### src/rtl/ysyx_25040111_axi4_burst_master.sv
// AXI4 burst initiator: turns one command plus a write/read data stream into a single INCR burst.
// One transaction in flight; bursts that would cross a 4KB page are refused without bus activity.
module ysyx_25040111_axi4_burst_master #(
   parameter int ADDR_W = 32,
   parameter int DATA_W = 32
) (
   input  logic                  clock,
   input  logic                  reset,
   input  logic                  cmd_valid,
   output logic                  cmd_ready,
   input  logic                  cmd_write,
   input  logic [ADDR_W-1:0]     cmd_addr,
   input  logic [7:0]            cmd_len,
   input  logic [2:0]            cmd_size,
   input  logic                  wd_valid,
   output logic                  wd_ready,
   input  logic [DATA_W-1:0]     wd_data,
   input  logic [DATA_W/8-1:0]   wd_strb,
   output logic                  rd_valid,
   input  logic                  rd_ready,
   output logic [DATA_W-1:0]     rd_data,
   output logic                  done_valid,
   output logic [1:0]            done_resp,
   output logic [ADDR_W-1:0]     awaddr,
   output logic [7:0]            awlen,
   output logic [2:0]            awsize,
   output logic [1:0]            awburst,
   output logic                  awvalid,
   input  logic                  awready,
   output logic [DATA_W-1:0]     wdata,
   output logic [DATA_W/8-1:0]   wstrb,
   output logic                  wlast,
   output logic                  wvalid,
   input  logic                  wready,
   input  logic [1:0]            bresp,
   input  logic                  bvalid,
   output logic                  bready,
   output logic [ADDR_W-1:0]     araddr,
   output logic [7:0]            arlen,
   output logic [2:0]            arsize,
   output logic [1:0]            arburst,
   output logic                  arvalid,
   input  logic                  arready,
   input  logic [DATA_W-1:0]     rdata,
   input  logic [1:0]            rresp,
   input  logic                  rlast,
   input  logic                  rvalid,
   output logic                  rready
);

   typedef enum logic [2:0] {
      S_IDLE, S_AW, S_W, S_B, S_AR, S_R, S_DONE
   } state_t;

   state_t              state, state_nx;
   logic [ADDR_W-1:0]   addr_q;
   logic [7:0]          len_q;
   logic [7:0]          beat_q;
   logic [2:0]          size_q;
   logic [1:0]          resp_q;
   logic [16:0]         span_end;
   logic                crosses;
   logic                cmd_fire;
   logic                last_beat;
   logic                w_fire;
   logic                r_fire;
   logic                r_bad;

   // End offset of the burst inside its 4KB page; 17 bits hold 4095 + 256*128.
   assign span_end  = {5'd0, cmd_addr[11:0]} + ({8'd0, {1'b0, cmd_len} + 9'd1} << cmd_size);
   assign crosses   = span_end > 17'd4096;
   assign cmd_fire  = cmd_valid && cmd_ready;
   assign last_beat = beat_q == len_q;
   assign w_fire    = (state == S_W) && wd_valid && wready;
   assign r_fire    = (state == S_R) && rvalid && rd_ready;
   assign r_bad     = rlast != last_beat;

   assign awaddr    = addr_q;
   assign awlen     = len_q;
   assign awsize    = size_q;
   assign awburst   = 2'b01;
   assign araddr    = addr_q;
   assign arlen     = len_q;
   assign arsize    = size_q;
   assign arburst   = 2'b01;
   assign done_resp = resp_q;

   always_ff @(posedge clock) begin
      if (reset) state <= S_IDLE;
      else       state <= state_nx;
   end

   always_comb begin
      state_nx = state;
      case (state)
         S_IDLE: if (cmd_fire) state_nx = crosses ? S_DONE : (cmd_write ? S_AW : S_AR);
         S_AW:   if (awready) state_nx = S_W;
         S_W:    if (w_fire && last_beat) state_nx = S_B;
         S_B:    if (bvalid) state_nx = S_DONE;
         S_AR:   if (arready) state_nx = S_R;
         S_R:    if (r_fire && (r_bad || last_beat)) state_nx = S_DONE;
         S_DONE: state_nx = S_IDLE;
         default: state_nx = S_IDLE;
      endcase
   end

   // Command latch, beat counter and the running worst-case response.
   always_ff @(posedge clock) begin
      if (reset) begin
         addr_q <= '0;
         len_q  <= '0;
         size_q <= '0;
         beat_q <= '0;
         resp_q <= '0;
      end else if (cmd_fire) begin
         addr_q <= cmd_addr;
         len_q  <= cmd_len;
         size_q <= cmd_size;
         beat_q <= '0;
         resp_q <= crosses ? 2'b10 : 2'b00;
      end else if (w_fire) begin
         if (!last_beat) beat_q <= beat_q + 8'd1;
      end else if ((state == S_B) && bvalid) begin
         resp_q <= bresp;
      end else if (r_fire) begin
         if (r_bad)              resp_q <= 2'b11;
         else if (rresp > resp_q) resp_q <= rresp;
         if (!last_beat) beat_q <= beat_q + 8'd1;
      end
   end

   // Valids depend only on state and the upstream stream, never on their own ready.
   always_comb begin
      cmd_ready  = 1'b0;
      wd_ready   = 1'b0;
      rd_valid   = 1'b0;
      rd_data    = '0;
      done_valid = 1'b0;
      awvalid    = 1'b0;
      wdata      = '0;
      wstrb      = '0;
      wlast      = 1'b0;
      wvalid     = 1'b0;
      bready     = 1'b0;
      arvalid    = 1'b0;
      rready     = 1'b0;
      case (state)
         S_IDLE: cmd_ready = !reset;
         S_AW:   awvalid = 1'b1;
         S_W: begin
            wvalid   = wd_valid;
            wd_ready = wready;
            wdata    = wd_data;
            wstrb    = wd_strb;
            wlast    = last_beat;
         end
         S_B:    bready = 1'b1;
         S_AR:   arvalid = 1'b1;
         S_R: begin
            rready   = rd_ready;
            rd_valid = rvalid;
            rd_data  = rdata;
         end
         S_DONE: done_valid = 1'b1;
         default: ;
      endcase
   end

endmodule

### config.mk
export PLATFORM = sky130hd
export DESIGN_NAME = ysyx_25040111_axi4_burst_master
export DESIGN_NICKNAME = d
export VERILOG_FILES = /design/src/rtl/ysyx_25040111_axi4_burst_master.sv
export SDC_FILE = /design/constraint.sdc
export NUM_CORES = 1
export LEC_CHECK = 0
export BUFFER_PORTS_ARGS = -buffer_cell sky130_fd_sc_hd__buf_2
export CELL_PAD_IN_SITES_DETAIL_PLACEMENT = 1
export CELL_PAD_IN_SITES_GLOBAL_PLACEMENT = 1
export CORE_MARGIN = 2
export CORE_UTILIZATION = 31
export CTS_CLUSTER_DIAMETER = 60
export DETAILED_ROUTE_END_ITERATION = 6
export GPL_ROUTABILITY_DRIVEN = 1
export PLACE_DENSITY_LB_ADDON = 0.1
export SYNTH_ARGS = -nofsm -noshare
export SYNTH_HDL_FRONTEND = slang
export SYNTH_SLANG_ARGS = --single-unit
### constraint.sdc
create_clock -name clock -period 9.95 [get_ports clock]
set_input_delay 2.985 -clock clock [delete_from_list [all_inputs] [get_ports clock]]
set_output_delay 2.985 -clock clock [all_outputs]
set_load 0.005 [all_outputs]
* Yosys cells after proc, flatten, opt, wreduce, memory -nomap -nowiden *
Index checks and enable logic that the tools add are counted.
W data, S select, Z words.

word-level totals
  logic and storage cells = 79
  output and inout port bits = 170
  register bits after elaboration = 56
  input port bits = 127

operators by class
  eq/ne operators = 16
  $add $sub $neg = 3
  reductions and logical operators = 18
  shifts and indexed selects = 1
  muxes and demuxes = 33
  order comparisons = 2

operators by type and width
  kind                    number
  $mux W32                2
  $mux W8                 4
  $mux W3                 8
  $pmux W3 S6             1
  $add A12 B17 Y17        1
  $gt A17 B13 Y1 const B  1
  $shl A9 B3 Y17          1
  $mux W2                 7
  $ne A2 B2 Y1 const B    6
  $mux W1                 10
  $add A8 B1 Y9 const B   1
  $eq A3 B3 Y1 const B    3
  $add A8 B1 Y8 const B   1
  $eq A8 B8 Y1            1
  $logic_and A1 B1 Y1     8
  $eq A3 B2 Y1 const B    2
  $reduce_and A6 Y1       1
  $mux W4                 1
  $ne A2 B1 Y1 const B    2
  $reduce_bool A4 Y1      1
  $eq A3 B1 Y1 const B    1
  $logic_not A3 Y1        1
  $reduce_and A3 Y1       1
  $reduce_bool A3 Y1      1
  other kinds (7)         7

* Logic depth before layout (Yosys ltp) *
  depth in word-level cells = 7
  mapped depth = 19
  depth with buffers taken out = 18

* Worst setup path after synthesis *
No wires, ideal clock.

  path kind = input to register
  from = input port cmd_len[0]
  to = register state[2]
  path buffers = 2
  stages on the path = 16
  library setup time = 0.129 ns
  required time = 9.821 ns
  path slack = 3.579 ns
  arrival time = 6.241 ns
  path through = ha_1 -> and4_1 -> buf_2 -> a22o_1 -> a211oi_1 -> o31ai_1 -> ha_1 -> buf_2 -> o21ai_0 -> a21oi_1 -> nor4_1 -> nand4_1 -> a2111o_1 -> o41a_1 -> nor4b_2 -> o22ai_1

on the way
  word-level cells in the longest chain between the ends = 7

RTL lines
  element               RTL line  RTL
  start, declared       13        input logic [7:0] cmd_len,
  $add A8 B1 Y9         70        assign span_end = {5'd0, cmd_addr[11:0]} + ({8'd0, {1'b0, cmd_len} + 9'd1} << cmd_size);
  $shl A9 B3 Y17        70
  $add A12 B17 Y17      70
  $gt A17 B13 Y1        71        assign crosses = span_end > 17'd4096;
  $mux W3 (2 in a row)  96        S_IDLE: if (cmd_fire) state_nx = crosses ? S_DONE : (cmd_write ? S_AW : S_AR);
  $pmux W3 S6           95        case (state)
  end signal, assigned  90        else state <= state_nx;
  end, declared         55        state_t state, state_nx;

No other way between the ends. The select of a mux whose other input is x is not followed.
A chain may end at the register's enable or synchronous reset.

* Worst setup path after layout *
  from = input port reset
  to = output port cmd_ready

on the way
  word-level cells in the longest chain between the ends = 2

RTL lines
  element           RTL line  RTL
  start, declared   8         input logic reset,
  $logic_not A1 Y1  148       S_IDLE: cmd_ready = !reset;
  $mux W1           147       case (state)
  end, declared     10        output logic cmd_ready,

No other way between the ends.

==> impl_metrics.ini <==
[synth]
netlist_instances = 614
synth_edf_count = 0
synth.avg_cell_area_sq_um = 7.40
yosys.area_share.simple_pct = 37.7
muxShareOfSynthArea_pct = 2.01
dominantRegCellSynth = dfxtp_1
netlist.area_leader.share_pct = 24.7
synth-compound-area-share_pct = 13.3
ys_ff_latch = 56
synth_most_common_cell = nand2_1
synth_area_leaders = dfxtp_1 (25%), and2_1 (11%), nand2_1 (9.4%)
yosysSeqAreaShare_pct = 24.7
synth_xor_xnor_area_share_pct = 4.82
synth_cell_type_count = 63
synth_adder_area_share_pct = 5.40
synth_area_leader_cell = dfxtp_1
synth_top_family_by_area = simple AND/OR/NAND/NOR gates
async_flop_share_pct = 0
yosys_warnings = 0
syn_area_sq_mm = 0.00454
yosys-top-cells-count = nand2_1 (114), and2_1 (78), dfxtp_1 (56), buf_4 (47), nand3b_1 (43)

[routing]
drc = 0
wl_per_cell_microns = 20.1
vias_per_cell = 4.99
routed_wl_mm = 20.4
drt_first_pass_iters = 4
final_antenna_net_count = 0
drt_iter0_markers = 268
via_count = 5082

[sta]
layout_min_cycle_time_ns = 7.01
max_freq_mhz = 143
setup_viol_count_final = 0
drv_slew = 0
rsz0062_at_grt = false
tns_ns = 0
slew_headroom_pct = 34.8
hold_violations = 0
worst_pin_slew_ns = 0.978
post-route-period-util_pct = 70.5
fin_skew_ns = 0.00717

[layout]
drive_above_1_share_pct = 37.5
nNetsFinal = 977
synthToLayoutAreaGrowth_pct = 30.2
fillers = 1893

[clocking]
hold_buffers = 0
postCtsSetupBuffers = 0
cts_sinks = 56
cts-root-buf = clkbuf_16
htree_levels = 2
clk_path_buf_depth = 2
numCtsBuffers = 5
cts_resized = 0
insertion_delay_ns = 0.29
path_clk_slew_ns = 0.07
cts_tree = built

[pwr]
power.static_leakage_nw = 3.30
power_density_mw_per_mm2 = 165
ir_drop_mv = 0.0778
power_uw = 975

[setup_path]
r2r_end = beat_q[7]
crit_required_ns = 6.97
critPathMaxFanout = 53
worstRegToRegCells = 6
cp-start-kind = input pin
rrSetupSlack_ns = 6.76
r2r_start = state[2]
critPathKind = in -> out
cp.arrival_ns = 4.03
critPathCaptureType = output pin

[die]
num_rows = 44
start_util_pct = 31.5
core_sq_mm = 0.0144
die-area_sq_mm = 0.0156
pin_count = 297
die-width_microns = 125
die_h_microns = 125

[min_path]
hold_end = araddr[6]
hold_path_startpoint = araddr[6]
hold_path_depth = 2
hold_path.class = reg -> reg

[global_routing]
antenna_found_initial = 3
grt_pass1_vias = 5157
grt_max_degree = 54
grt_pass1_wl_mm = 30.6
grt_usage_pct = 25.1
grt.overflow.total = 0

[status]
outcome = complete, no violations

[place]
hpwl_mm = 17.2
gp_congestion = 1.09
port_buffers = 292

[flow_run]
maxCapViolCount = 0
## critical path: stages
cell,delay [ns]
buf_2,0.35
nor4_1,0.48
buf_2,0.20
## routing by layer
| metal | GRT usage, % | vias up | share of wire [%] |
|---|---|---|---|
| met5 | 0 | - | 0.064 |
| met4 | 4.58 | 2 | 0.91 |
| met3 | 4.02 | 14 | 6.3 |
| met2 | 45.2 | 152 | 50 |
| met1 | 32.0 | 2448 | 43 |
| li1 | - | 2466 | - |
## final cells by class
cell class                      instances  area, sq um  area share [%]
Inverter                               10         37.5           0.635
Antenna cell                            2         5.00          0.0846
Tap cell                              184          230            3.89
Timing Repair Buffer                  294         1480            25.0
Sequential cell                        56         1120            19.0
Multi-Input combinational cell        464         2890            48.9
Clock inverter                          3         26.3           0.444
Clock buffer                            5          125            2.12
## sequential cells by signal, indices dropped and copies added, names as in the netlist
name	cells
beat_q	8
araddr	32
state	3
arlen	8
arsize	3
done_resp	2
## power breakdown
part           switching, mW  internal (mW)  leakage [nW]
sequential            0.0529          0.268         0.459
clock                 0.0852         0.0958        0.0748
combinational          0.267          0.207          2.77
total                  0.405          0.570          3.30
## how the worst max path moves through the flow
stage	start	cells after the start	to	slack, ns
2_1_floorplan	cmd_len[0]	16	state[2]	3.58
3_3_place_gp	reset	3	cmd_ready	2.99
3_5_place_dp	cmd_len[0]	15	state[2]	2.87
4_1_cts	reset	3	cmd_ready	2.95
5_1_grt	reset	3	cmd_ready	2.79
6_report	reset	3	cmd_ready	2.94
## stage by stage
stage	cell area [sq um]	instances	hold slack [ns]	utilization, %	setup WS [ns]
floorplan	4550	616	0.470	-	3.58
global placement	5760	1008	0.471	39.9	2.99
detailed placement	5760	1008	0.482	39.9	2.87
CTS	5910	1016	0.494	41.0	2.95
global route	5910	1017	0.516	41.0	2.79
finish	5920	1018	0.491	41.0	2.94
## cell usage in the layout (no fill, tap or decap), drive strengths merged, types with 7 or more instances in the layout
master and count:
nor4 7, and2 79, inv 12, a21oi 24
dfxtp 56, nand2 114, ha 18, o21ai 21
nand3b 43, nor2 27, buf 294, mux2i 8
nand3 7, xor2 20
## logic make-up (layout without fill, tap and decap cells)
| group | after synthesis | in the layout |
|---|---|---|
| adder cells (fa/ha/maj) | 19 | 19 |
| buffers and inverters | 96 | 312 |
| XOR/XNOR | 25 | 25 |
| AND/OR/NAND/NOR | 318 | 318 |
| other | 2 | 6 |
| AO/OA/AOI/OAI | 89 | 89 |
| flip-flops | 56 | 56 |
| multiplexers | 9 | 9 |
No activity file was read; power rests on OpenSTA's default activity.
